==> config.mk <==
export PLATFORM = sky130hd
export DESIGN_NAME = irq_sequencer_flat
export DESIGN_NICKNAME = d
export VERILOG_FILES = /design/src/rtl/irq_sequencer_if.sv /design/src/rtl/irq_sequencer.sv /design/src/flat_wrapper.sv
export SDC_FILE = /design/constraint.sdc
export NUM_CORES = 1
export LEC_CHECK = 0
export BUFFER_PORTS_ARGS = -buffer_cell sky130_fd_sc_hd__buf_2
export CAP_MARGIN = 25
export CORE_MARGIN = 2
export CORE_UTILIZATION = 32
export CTS_CLUSTER_SIZE = 28
export DETAILED_ROUTE_END_ITERATION = 7
export GPL_ROUTABILITY_DRIVEN = 0
export SKIP_CTS_REPAIR_TIMING = 1
export SLEW_MARGIN = 5
export SYNTH_ARGS = -nofsm -noshare
export SYNTH_HDL_FRONTEND = slang
export SYNTH_SLANG_ARGS = --single-unit
==> constraint.sdc <==
create_clock -name clk -period 1.5 [get_ports clk]
set_input_delay 0.075 -clock clk [delete_from_list [all_inputs] [get_ports clk]]
set_output_delay 0.075 -clock clk [all_outputs]
set_load 0.1 [all_outputs]
==> src/rtl/irq_sequencer_if.sv <==
// -----------------------------------------------------------------------------
// irq_sequencer_if
//
// Purpose: groups every signal between the interrupt sequencer and the control
// unit / status register.
//
// Handshake semantics: there is no valid/ready pair here. `boundary` qualifies
// `irq` and `rti_req` for exactly the cycle it is high. Every ld_* output is a
// one-cycle load strobe, and its data (status_out, vector) is valid in that
// same cycle. irq_ack and rti_err are one-cycle pulses.
//
// Signals:
//   irq        [N_IRQ] level interrupt requests, bit 0 highest priority
//   status_in  [6]     current status word {mode, imask, alu_status[3:0]}
//   boundary           instruction boundary
//   rti_req            return-from-interrupt request (qualified by boundary)
//   busy               sequencer active
//   status_out [6]     restore data, with ld_status
//   imask_out/ld_imask imask value and load strobe for the entry write
//   mode_out/ld_mode   mode value and load strobe for the entry write
//   vector     [16]    vector address, with ld_pc
//   irq_ack    [N_IRQ] one-hot acknowledge of the taken line
//   rti_err            RTI issued with an empty shadow stack
//   ovf                sticky: an entry was blocked by a full stack
//   dbg_state  [3]     FSM state, for checkers
//   dbg_sp     [8]     shadow-stack pointer, for checkers
//
// Modports: slave = the sequencer, master = the control-unit side.
// -----------------------------------------------------------------------------
interface irq_sequencer_if #(
    parameter int N_IRQ = 4
);
    logic [N_IRQ-1:0] irq;
    logic [5:0]       status_in;
    logic             boundary;
    logic             rti_req;
    logic             busy;
    logic [5:0]       status_out;
    logic             ld_status;
    logic             imask_out;
    logic             ld_imask;
    logic             mode_out;
    logic             ld_mode;
    logic [15:0]      vector;
    logic             ld_pc;
    logic [N_IRQ-1:0] irq_ack;
    logic             rti_err;
    logic             ovf;
    logic [2:0]       dbg_state;
    logic [7:0]       dbg_sp;

    modport slave (
        input  irq, status_in, boundary, rti_req,
        output busy, status_out, ld_status, imask_out, ld_imask,
               mode_out, ld_mode, vector, ld_pc, irq_ack, rti_err, ovf,
               dbg_state, dbg_sp
    );

    modport master (
        output irq, status_in, boundary, rti_req,
        input  busy, status_out, ld_status, imask_out, ld_imask,
               mode_out, ld_mode, vector, ld_pc, irq_ack, rti_err, ovf,
               dbg_state, dbg_sp
    );
endinterface

==> src/rtl/irq_sequencer.sv <==
// -----------------------------------------------------------------------------
// irq_sequencer
//
// Purpose: interrupt entry/return sequencer for the CPU status register.
// At an instruction boundary it either services an RTI (restoring the last
// saved status word) or takes the highest-priority pending IRQ. Taking an IRQ
// saves the status word to a shadow stack, clears imask, forces supervisor
// mode and loads the vector into the PC.
//
// Ports:
//   clk  rising-edge clock
//   rst  asynchronous, active-low reset
//   bus  irq_sequencer_if.slave (see the interface file for the signal list)
//
// Configuration:
//   IRQ_NEST_EN defined   : shadow stack of STACK_DEPTH entries (nesting)
//   IRQ_NEST_EN undefined : single shadow register, STACK_DEPTH ignored
//
// Sequence: IDLE -> SAVE -> MASK -> VECTOR -> IDLE for entry,
//           IDLE -> RESTORE -> IDLE for return.
// All outputs are registered: each strobe is computed on the transition into
// the state it belongs to, so it is high for exactly that state's cycle.
// -----------------------------------------------------------------------------
module irq_sequencer #(
    parameter int          N_IRQ           = 4,
    parameter logic [15:0] VEC_BASE        = 16'h0010,
    parameter int          STACK_DEPTH     = 4,
    parameter logic        SUPERVISOR_MODE = 1'b1
) (
    input logic            clk,
    input logic            rst,
    irq_sequencer_if.slave bus
);

`ifdef IRQ_NEST_EN
    localparam int DEPTH = STACK_DEPTH;
`else
    // One shadow register; STACK_DEPTH has no effect in this build.
    localparam int DEPTH = (STACK_DEPTH > 0) ? 1 : 1;
`endif

    localparam int SPW  = $clog2(DEPTH + 1);                 // sp counts 0..DEPTH
    localparam int IW   = (DEPTH > 1) ? $clog2(DEPTH) : 1;   // stack index width
    localparam int IDXW = (N_IRQ > 1) ? $clog2(N_IRQ) : 1;   // winner index width

    typedef enum logic [2:0] {
        ST_IDLE    = 3'd0,
        ST_SAVE    = 3'd1,
        ST_MASK    = 3'd2,
        ST_VECTOR  = 3'd3,
        ST_RESTORE = 3'd4
    } state_t;

    state_t           state_q,      state_d;
    logic [SPW-1:0]   sp_q,         sp_d;
    logic [IDXW-1:0]  idx_q,        idx_d;
    logic [5:0]       stack_q [2**IW];
    logic [5:0]       stack_d [2**IW];
    logic             busy_q,       busy_d;
    logic [5:0]       status_out_q, status_out_d;
    logic             ld_status_q,  ld_status_d;
    logic             ld_mask_q,    ld_mask_d;   // drives ld_imask and ld_mode
    logic [15:0]      vector_q,     vector_d;
    logic             ld_pc_q,      ld_pc_d;
    logic [N_IRQ-1:0] irq_ack_q,    irq_ack_d;
    logic             rti_err_q,    rti_err_d;
    logic             ovf_q,        ovf_d;

    logic             full;
    logic             want;          // an IRQ would be taken if there were room
    logic [IDXW-1:0]  win;
    logic [SPW-1:0]   sp_m1;

    assign full  = (sp_q == SPW'(DEPTH));
    assign want  = bus.boundary && bus.status_in[4] && (|bus.irq);
    assign sp_m1 = sp_q - 1'b1;

    // Lowest set bit wins: scan from the top so the lowest index is written last.
    always_comb begin
        win = '0;
        for (int i = N_IRQ - 1; i >= 0; i--) begin
            if (bus.irq[i]) begin
                win = IDXW'(i);
            end
        end
    end

    always_comb begin
        state_d      = state_q;
        sp_d         = sp_q;
        idx_d        = idx_q;
        stack_d      = stack_q;
        status_out_d = '0;
        ld_status_d  = 1'b0;
        ld_mask_d    = 1'b0;
        vector_d     = '0;
        ld_pc_d      = 1'b0;
        irq_ack_d    = '0;
        rti_err_d    = 1'b0;
        ovf_d        = ovf_q;

        case (state_q)
            ST_IDLE: begin
                if (bus.boundary && bus.rti_req) begin
                    // RTI has priority over any pending IRQ.
                    state_d = ST_RESTORE;
                    if (sp_q != '0) begin
                        status_out_d = stack_q[sp_m1[IW-1:0]];
                        ld_status_d  = 1'b1;
                        sp_d         = sp_m1;
                    end else begin
                        rti_err_d = 1'b1;
                    end
                end else if (want && !full) begin
                    state_d = ST_SAVE;
                    idx_d   = win;
                end else if (want) begin
                    ovf_d = 1'b1;
                end
            end
            ST_SAVE: begin
                // status_in still holds the pre-entry word in this cycle.
                stack_d[sp_q[IW-1:0]] = bus.status_in;
                sp_d      = sp_q + 1'b1;
                ld_mask_d = 1'b1;
                state_d   = ST_MASK;
            end
            ST_MASK: begin
                ld_pc_d  = 1'b1;
                vector_d = VEC_BASE + (16'(idx_q) << 1);
                for (int i = 0; i < N_IRQ; i++) begin
                    irq_ack_d[i] = (IDXW'(i) == idx_q);
                end
                state_d = ST_VECTOR;
            end
            ST_VECTOR:  state_d = ST_IDLE;
            ST_RESTORE: state_d = ST_IDLE;
            default:    state_d = ST_IDLE;
        endcase
    end

    assign busy_d = (state_d != ST_IDLE);

    always_ff @(posedge clk or negedge rst) begin
        if (!rst) begin
            state_q      <= ST_IDLE;
            sp_q         <= '0;
            idx_q        <= '0;
            for (int i = 0; i < 2**IW; i++) begin
                stack_q[i] <= '0;
            end
            busy_q       <= 1'b0;
            status_out_q <= '0;
            ld_status_q  <= 1'b0;
            ld_mask_q    <= 1'b0;
            vector_q     <= '0;
            ld_pc_q      <= 1'b0;
            irq_ack_q    <= '0;
            rti_err_q    <= 1'b0;
            ovf_q        <= 1'b0;
        end else begin
            state_q      <= state_d;
            sp_q         <= sp_d;
            idx_q        <= idx_d;
            stack_q      <= stack_d;
            busy_q       <= busy_d;
            status_out_q <= status_out_d;
            ld_status_q  <= ld_status_d;
            ld_mask_q    <= ld_mask_d;
            vector_q     <= vector_d;
            ld_pc_q      <= ld_pc_d;
            irq_ack_q    <= irq_ack_d;
            rti_err_q    <= rti_err_d;
            ovf_q        <= ovf_d;
        end
    end

    assign bus.busy       = busy_q;
    assign bus.status_out = status_out_q;
    assign bus.ld_status  = ld_status_q;
    assign bus.imask_out  = 1'b0;
    assign bus.ld_imask   = ld_mask_q;
    assign bus.mode_out   = SUPERVISOR_MODE;
    assign bus.ld_mode    = ld_mask_q;
    assign bus.vector     = vector_q;
    assign bus.ld_pc      = ld_pc_q;
    assign bus.irq_ack    = irq_ack_q;
    assign bus.rti_err    = rti_err_q;
    assign bus.ovf        = ovf_q;
    assign bus.dbg_state  = state_q;
    assign bus.dbg_sp     = 8'(sp_q);

endmodule
==> src/flat_wrapper.sv <==
// flat-port wrapper written by rule: the top's interface ports become plain ports
module irq_sequencer_flat 
#(
    parameter int          N_IRQ           = 4,
    parameter logic [15:0] VEC_BASE        = 16'h0010,
    parameter int          STACK_DEPTH     = 4,
    parameter logic        SUPERVISOR_MODE = 1'b1
)
  (clk, rst, bus_irq, bus_status_in, bus_boundary, bus_rti_req, bus_busy, bus_status_out, bus_ld_status, bus_imask_out, bus_ld_imask, bus_mode_out, bus_ld_mode, bus_vector, bus_ld_pc, bus_irq_ack, bus_rti_err, bus_ovf, bus_dbg_state, bus_dbg_sp);
  irq_sequencer_if #(.N_IRQ(N_IRQ)) bus_i ();
  input logic clk;
  input logic rst;
  input wire logic [$bits(bus_i.irq)-1:0] bus_irq;
  input wire logic [$bits(bus_i.status_in)-1:0] bus_status_in;
  input wire logic [$bits(bus_i.boundary)-1:0] bus_boundary;
  input wire logic [$bits(bus_i.rti_req)-1:0] bus_rti_req;
  output wire logic [$bits(bus_i.busy)-1:0] bus_busy;
  output wire logic [$bits(bus_i.status_out)-1:0] bus_status_out;
  output wire logic [$bits(bus_i.ld_status)-1:0] bus_ld_status;
  output wire logic [$bits(bus_i.imask_out)-1:0] bus_imask_out;
  output wire logic [$bits(bus_i.ld_imask)-1:0] bus_ld_imask;
  output wire logic [$bits(bus_i.mode_out)-1:0] bus_mode_out;
  output wire logic [$bits(bus_i.ld_mode)-1:0] bus_ld_mode;
  output wire logic [$bits(bus_i.vector)-1:0] bus_vector;
  output wire logic [$bits(bus_i.ld_pc)-1:0] bus_ld_pc;
  output wire logic [$bits(bus_i.irq_ack)-1:0] bus_irq_ack;
  output wire logic [$bits(bus_i.rti_err)-1:0] bus_rti_err;
  output wire logic [$bits(bus_i.ovf)-1:0] bus_ovf;
  output wire logic [$bits(bus_i.dbg_state)-1:0] bus_dbg_state;
  output wire logic [$bits(bus_i.dbg_sp)-1:0] bus_dbg_sp;
  assign bus_i.irq = bus_irq;
  assign bus_i.status_in = bus_status_in;
  assign bus_i.boundary = bus_boundary;
  assign bus_i.rti_req = bus_rti_req;
  assign bus_busy = bus_i.busy;
  assign bus_status_out = bus_i.status_out;
  assign bus_ld_status = bus_i.ld_status;
  assign bus_imask_out = bus_i.imask_out;
  assign bus_ld_imask = bus_i.ld_imask;
  assign bus_mode_out = bus_i.mode_out;
  assign bus_ld_mode = bus_i.ld_mode;
  assign bus_vector = bus_i.vector;
  assign bus_ld_pc = bus_i.ld_pc;
  assign bus_irq_ack = bus_i.irq_ack;
  assign bus_rti_err = bus_i.rti_err;
  assign bus_ovf = bus_i.ovf;
  assign bus_dbg_state = bus_i.dbg_state;
  assign bus_dbg_sp = bus_i.dbg_sp;
  irq_sequencer #(.N_IRQ(N_IRQ), .VEC_BASE(VEC_BASE), .STACK_DEPTH(STACK_DEPTH), .SUPERVISOR_MODE(SUPERVISOR_MODE)) u_core (.clk(clk), .rst(rst), .bus(bus_i));
endmodule
* Word-level counts from Yosys, hierarchy flattened *
Cells that the tools add are included.

operators by class
  bitwise gates (word level) = 4
  order comparisons = 3
  equal/unequal tests = 6
  muxes and demuxes = 29
  add/sub/neg operators = 3
  reduce and logical (&&, ||, !) cells = 14

operators by type and width
  operator                                                    number
  two-way mux 6 bit                                           7
  two-way mux 16 bit                                          1
  bitwise mux 12 bit                                          1
  two-way mux 1 bit                                           10
  case mux 3 bit (3 select lines)                             1
  two-way mux 2 bit                                           4
  adder 5 x 3 -> 6 bit, first input constant                  1
  demux 6 bit (select 1 bit)                                  1
  two-way mux 3 bit                                           2
  logical AND 1 bit                                           5
  == test 2 bit, first input constant                         2
  >= comparator 2 bit, second input constant                  2
  two-way mux 4 bit                                           1
  inverter 1 -> 2 bit                                         2
  AND reduction 4 bit                                         1
  OR reduction 4 bit                                          1
  == test 3 x 1 -> 1 bit, second input constant               1
  == test 3 x 2 -> 1 bit, second input constant               1
  logical NOT 3 bit                                           1
  AND reduction 3 bit                                         1
  nonzero test 3 bit                                          1
  == test 1 x 2 -> 1 bit, first input constant                1
  logical NOT 2 bit                                           1
  less-than comparator 2 x 1 -> 1 bit, second input constant  1
  8 further kinds                                             9

storage, ports and cells
  output and inout port bits = 46
  register bits = 50
  input bits = 14

* Depth between registers and ports, before layout *
Gate-level depths: netlist of run 1.

  word-level depth = 8
  gate-level depth with buffers = 4

* Worst setup path before layout of run 1 *
OpenSTA, ideal clock, no wires.

  path type = register to register
  from = register u_core.state_q[0] (netlist: u_core.bus.dbg_state[0])
  to = register u_core.stack_q[10] in the netlist's numbering
  clock period less this slack = 2085 ps
  slack = -585 ps
  stages on the path, launching flop included = 5
  setup time = 125 ps
  data arrival time = 1960 ps
  data required time = 1375 ps
  path through = dfrtp_1 -> nor3b_2 -> nor2b_1 -> buf_4 -> mux2_2

on the way
  cells in the longest elaborated chain, start to end = 1

ends and longest elaborated chain
  element                   RTL line              source
  start: declaration        irq_sequencer.sv:54   state_t state_q, state_d;
  start signal: assignment  irq_sequencer.sv:162  state_q <= state_d;
  == test 3 x 1 -> 1 bit    irq_sequencer.sv:102  case (state_q)
  end signal: assignment    irq_sequencer.sv:165  stack_q <= stack_d;
  end: declaration          irq_sequencer.sv:57   logic [5:0] stack_q [2**IW];

Every way passes these cells.
A chain may end at the register's enable or synchronous reset.

* Worst setup path after layout of run 1 *
  from = register u_core.state_q[0] (netlist: u_core.bus.dbg_state[0])
  to = register u_core.idx_q[0]

on the way
  cells in the longest elaborated chain, start to end = 2

ends and longest elaborated chain
  element                               RTL line              source
  logical NOT 3 bit                     irq_sequencer.sv:102
  AND reduction 3 bit (no source line)  n/a
  end signal: assignment                irq_sequencer.sv:164  idx_q <= idx_d;
  end: declaration                      irq_sequencer.sv:56   logic [IDXW-1:0] idx_q, idx_d;

Every way passes these cells.

==> results.yml, run 1 <==
outcome:
  status: "complete, but fails checks"
  violations: "setup timing"
routing:
  routed_wl_mm: 2.30
  final_antenna_net_count: 0
  via_count: 787
  wl_per_cell_um: 11.6
  vias_per_cell: 3.97
  drc: 0
  first_iter_violations: 20
  drt_first_pass_iters: 3
critical_path:
  critPathLaunchType: "register"
  crit_type: "register to register"
  crit_chain: "nor4b_4 -> nor4b_4 -> mux2_4"
  worst_setup_path_end_kind: "register"
  cp_slowest_cell: "dfrtp_4"
  critPathMaxFanout: 4
  cp_common_cell: "nor4b_4"
  cp.arrival_ps: 1750
  critPathMaxStageDelay_ps: 490
  crit_required_ps: 1670
  r2r_setup_slack_ps: -80
sta:
  rsz0062_at_grt: "true"
  min_period_ps: 1580
  finalSetupViolations: 8
  max_slew.worst_pin.slew_ps: 646
  maxSlewViolCount: 0
  fmax_mhz: 634
  relSlewSlack_pct: 57.0
  skew_ps: 2.15
  fin_crit_sh_pct: 105
  fin_ws_ps: -78.5
  hold_viol_final: 0
  hold-worst-slack_ps: 24.6
synth:
  ys_seq_area_share_pct: 57.0
  yosys-top-cells-area: "dfrtp_1 57%, buf_4 15%, mux2_2 5.1%"
  yosysTopAreaCell: "dfrtp_1"
  avgSynthCellArea_um2: 12.9
  ys_warn_count: 0
  synth_top_area_share_pct: 57.0
  synth-edff-count: 0
  synthArstFlopShare_pct: 100
  synth_area_mm2: 0.00132
  yosysUniqueCellTypes: 24
  synth_flop_cell: "dfrtp_1"
  netlist_instances: 102
  synth.ff_latch_count: 30
layout:
  finalCoreUtilization_pct: 41.2
  drive_above_1_share_pct: 48.6
  nets: 161
  n_antenna_cell: 0
  fin_area_mm2: 0.00164
  multi_input_area_um2: 452
  area_growth_pct: 24.3
  fillerInstances: 376
  seq_area_um2: 762
  stdcell_count: 198
floorplanning:
  die_h_um: 68.1
  num_rows: 23
  die_area_mm2: 0.00464
  core-area_mm2: 0.00397
  dieWidth_um: 68.1
  start_util_pct: 33.1
  ioPinCount: 60
clocking:
  clk_path_buf_depth: 2
  numCtsBuffers: 5
  clkLatencyLatePin_ps: 280
  cts_root_buf: "clkbuf_8"
  htreeDepth: 2
  clk_pin_slew_ps: 60
  cts_tree: "done"
  cts.sinks: 30
placed_design:
  dp.final_hpwl_mm: 1.78
  placed_cell_area_mm2: 0.00150
  port_buffers: 37
  placed_cells: 189
grt:
  track_usage_pct: 11.1
  grt_pass1_vias: 760
  grt_start_max_net_pins: 31
  antenna_found_initial: 0
  grt_pass1_wl_mm: 3.55
  grt.overflow.total: 0
hold_path:
  hold_path_class: "primary input to register"
flow_run:
  drv_cap: 0
-- cells in the final DEF, fill, tap and decap left out --
master / Yosys / routed
nor3_1: 1 / 1
or3_1: 1 / 1
buf_2: 1 / 37
nor2b_1: 4 / 4
and2_4: 0 / 1
nor3b_1: 1 / 1
nor2_1: 3 / 3
mux2_4: 0 / 2
and2_2: 1 / 1
xnor2_1: 1 / 1
and3_4: 0 / 1
conb_1: 2 / 22
and2_1: 8 / 7
mux2_2: 6 / 6
inv_1: 1 / 1
and3_1: 2 / 1
nor4_2: 1 / 1
a31o_2: 1 / 1
or2_1: 1 / 1
dlygate4sd3_1: 0 / 1
bufinv_16: 0 / 1
buf_4: 26 / 7
nor4b_4: 2 / 2
nor3b_2: 2 / 2
nand2b_1: 2 / 2
clkinv_2: 0 / 2
clkbuf_8: 0 / 5
dfrtp_4: 0 / 3
dfrtp_1: 30 / 27
a21o_1: 1 / 1
a21oi_1: 2 / 2
-- area by class of cell --
type	count	area share (%)
multi-input combinational	64	27.6
clock buffer	5	4.20
timing repair buffer	45	15.1
clock inverter	3	2.45
inverter	1	0.229
sequential	30	46.6
tap	50	3.82
-- layer usage --
layer  up-vias  track usage (%)  part of all wire, %
li1        374                -                    -
met1       359             11.7                   38
met2        42             17.2                   49
met3        12             3.95                  7.6
met4         0             9.75                  4.8
met5         -                0                    0
-- logic make-up after synthesis --
group	count (synthesis)	synth area share (%)
XOR/XNOR	1	0.666
AO/OA/AOI/OAI	4	2.00
buffers and inverters	28	15.5
other	2	0.571
AND/OR/NAND/NOR	29	17.4
multiplexers	8	6.84
flip-flops	30	57.0
-- sequential cells by signal, summed over array words and instances, names as in the netlist --
| signal | flops |
|---|---|
| u_core.bus.busy | 1 |
| u_core.bus.vector | 3 |
| u_core.stack_q | 6 |
| u_core.idx_q | 2 |
| u_core.bus.irq_ack | 4 |
| u_core.bus.dbg_state | 3 |
| u_core.bus.status_out | 6 |
| u_core.bus.ovf | 1 |
| u_core.bus.rti_err | 1 |
| u_core.bus.ld_imask | 1 |
| u_core.bus.ld_status | 1 |
| u_core.full | 1 |
-- stage by stage --
| stage | worst slack (ps) | TNS, ps |
|---|---|---|
| 2_1_floorplan | -253 | -1220 |
| 5_1_grt | -186 | -1150 |
| 6_report | -78.5 | -525 |
| 4_1_cts | -119 | -688 |
| 3_3_place_gp | -46.5 | -218 |
| 3_5_place_dp | -105 | -563 |
-- worst max-delay path: cells and delay by family, from the launching register on --
family	cells	cell delay (ps)
flops	1	490
mux	1	330
simple gates	2	640
-- cells in the mapped netlist (2+ instances only) --
master,count
nor4b_4,2
nor2_1,3
nor3b_2,2
mux2_1,2
and2_1,8
conb_1,2
buf_4,26
mux2_2,6
and3_1,2
nand2b_1,2
dfrtp_1,30
a21oi_1,2
nor2b_1,4
-- path summary, 6_finish.rpt --
check | startpoint | to | cells after the start
worst min register to register | u_core.stack_q[10]$_DFFE_PN0P_ | u_core.bus.status_out[4]$_DFF_PN0_ | 1
worst min-delay path | bus_status_in[2] | u_core.stack_q[8]$_DFFE_PN0P_ | 2
min in group asynchronous | rst | u_core.bus.status_out[2]$_DFF_PN0_ | 2
worst max register to register | u_core.bus.dbg_state[0]$_DFF_PN0_ | u_core.idx_q[0]$_DFFE_PN0P_ | 3
worst max-delay path | u_core.bus.dbg_state[0]$_DFF_PN0_ | u_core.idx_q[0]$_DFFE_PN0P_ | 3
max in group asynchronous | rst | u_core.bus.dbg_state[2]$_DFF_PN0_ | 2
Power of run 1 is not shown: default switching activity piles up to over one toggle a cycle in this logic, so the estimate is an artifact.
==> run 2: changes to the inputs <==
--- a/config.mk
+++ b/config.mk
@@ -6,5 +6,4 @@
 export NUM_CORES = 1
 export LEC_CHECK = 0
-export BUFFER_PORTS_ARGS = -buffer_cell sky130_fd_sc_hd__buf_2
 export CAP_MARGIN = 25
 export CORE_MARGIN = 2
@@ -12,4 +11,5 @@
 export CTS_CLUSTER_SIZE = 28
 export DETAILED_ROUTE_END_ITERATION = 7
+export DONT_BUFFER_PORTS = 1
 export GPL_ROUTABILITY_DRIVEN = 0
 export SKIP_CTS_REPAIR_TIMING = 1
==> constraint.sdc (replaced) <==
create_clock -name clk -period 1.5 [get_ports clk]
set_input_delay 0.225 -clock clk [delete_from_list [all_inputs] [get_ports clk]]
set_output_delay 0.225 -clock clk [all_outputs]
set_load 0.1 [all_outputs]
==> results.yml, run 2 (synthesis results as in run 1) <==
layout:
  stdcell_count: 184
  final_cell_mix: "26 x buf_4, 25 x dfrtp_1, 22 x conb_1, 8 x and2_1"
  final_common_cell: "buf_4"
  finalCoreUtilization_pct: 42.0
  area_growth_pct: 26.7
  drive_above_1_share_pct: 41.8
  n_antenna_cell: 0
  nets: 147
floorplanning:
  die_h_um: 68.1
  core-area_mm2: 0.00397
  num_rows: 23
  die_area_mm2: 0.00464
  ioPinCount: 60
  dieWidth_um: 68.1
  start_util_pct: 33.1
routing:
  wl_per_cell_um: 11.6
  routed_wl_mm: 2.13
  final_antenna_net_count: 0
  drc: 0
  first_iter_violations: 25
  via_count: 725
  drt_first_pass_iters: 4
  vias_per_cell: 3.94
clocking:
  cts_tree: "done"
  numCtsBuffers: 5
  cts_root_buf: "clkbuf_8"
  htreeDepth: 2
  clk_pin_slew_ps: 60
  clk_path_buf_depth: 2
  clkLatencyLatePin_ps: 280
  cts.sinks: 30
hold_path:
  hold_path_class: "primary input to register"
  min-delay-start: "bus_status_in[0]"
  worstHoldPathCells: 1
  hold_path_end: "u_core.stack_q[6]$_DFFE_PN0P_"
sta:
  min_period_ps: 1590
  hold-worst-slack_ps: 92.4
  finalSetupTns_ps: -458
  maxSlewViolCount: 0
  fmax_mhz: 628
  fin_ws_ps: -93.4
  fin_crit_sh_pct: 106
  finalSetupViolations: 8
  skew_ps: 3.19
  hold_viol_final: 0
  rsz0062_at_grt: "true"
flow_run:
  drv_cap: 0
critical_path:
  crit_chain: "nor4b_4 -> nor4b_4 -> mux2_1"
  rr_worst_depth: 3
  r2r_end: "u_core.idx_q[1]$_DFFE_PN0P_"
  crit_cells: 3
  crit_required_ps: 1660
  cp.arrival_ps: 1760
  cp_slowest_cell: "dfrtp_4"
  r2r_setup_slack_ps: -90
  crit_type: "register to register"
  cp_common_cell: "nor4b_4"
  path_delay_family: "simple AND/OR/NAND/NOR gates"
  critPathMaxStageDelay_ps: 490
  cp.buffers_inverters: 0
  r2r-start: "u_core.bus.dbg_state[0]$_DFF_PN0_"
  critPathMaxFanout: 3
  worst_setup_path_end_kind: "register"
  critPathLaunchType: "register"
grt:
  grt.overflow.total: 0
  antenna_found_initial: 0
  grt_pass1_wl_mm: 3.23
  grt_start_max_net_pins: 31
  track_usage_pct: 10.2
  grt_pass1_vias: 706
outcome:
  status: "complete, but fails checks"
  violations: "setup timing"
placed_design:
  placed_cells: 172
  port_buffers: 0
  dp.final_hpwl_mm: 1.61
==> run 2: per-layer routing <==
layer  vias up  routed length, um  part of all wire, %  track usage, %
met5         -                  0                    0               0
met4         0                 92                  4.3            10.5
met3         7                221                   10            3.45
met2        42               1130                   53            18.1
met1       332                682                   32            8.49
li1        344                  -                    -               -
==> run 2: worst register-to-register path, stage by stage (launching register included) <==
cell	delay, ps
dfrtp_4	490
nor4b_4	320
nor4b_4	310
mux2_1	360
==> run 2: layout make-up <==
type,instances,area (um2)
tap,50,62.6
timing repair buffer,31,277
clock buffer,7,86.3
fill,387,2300
multi-input combinational,64,444
sequential,30,764
inverter,1,3.75
clock inverter,1,30.0
==> run 2: worst max-delay path by stage <==
stage / from / to / slack (ps)
after floorplan: u_core.bus.dbg_state[1]$_DFF_PN0_ / u_core.idx_q[0]$_DFFE_PN0P_ / -250
after global placement: u_core.bus.dbg_state[1]$_DFF_PN0_ / u_core.idx_q[0]$_DFFE_PN0P_ / -50
after detailed placement: u_core.bus.dbg_state[1]$_DFF_PN0_ / u_core.idx_q[1]$_DFFE_PN0P_ / -130
after CTS: u_core.bus.dbg_state[1]$_DFF_PN0_ / u_core.idx_q[1]$_DFFE_PN0P_ / -140
after global routing: u_core.bus.dbg_state[0]$_DFF_PN0_ / u_core.idx_q[1]$_DFFE_PN0P_ / -170
final: u_core.bus.dbg_state[0]$_DFF_PN0_ / u_core.idx_q[1]$_DFFE_PN0P_ / -90
==> run 2: per-stage QoR <==
stage                     worst slack (ps)  cell area, um2
after global routing                  -170            1670
after floorplan                       -253            1410
after CTS                             -142            1610
final                                -93.4            1670
after global placement               -54.6            1500
after detailed placement              -130            1500
Power of run 2 is left out for the same reason.
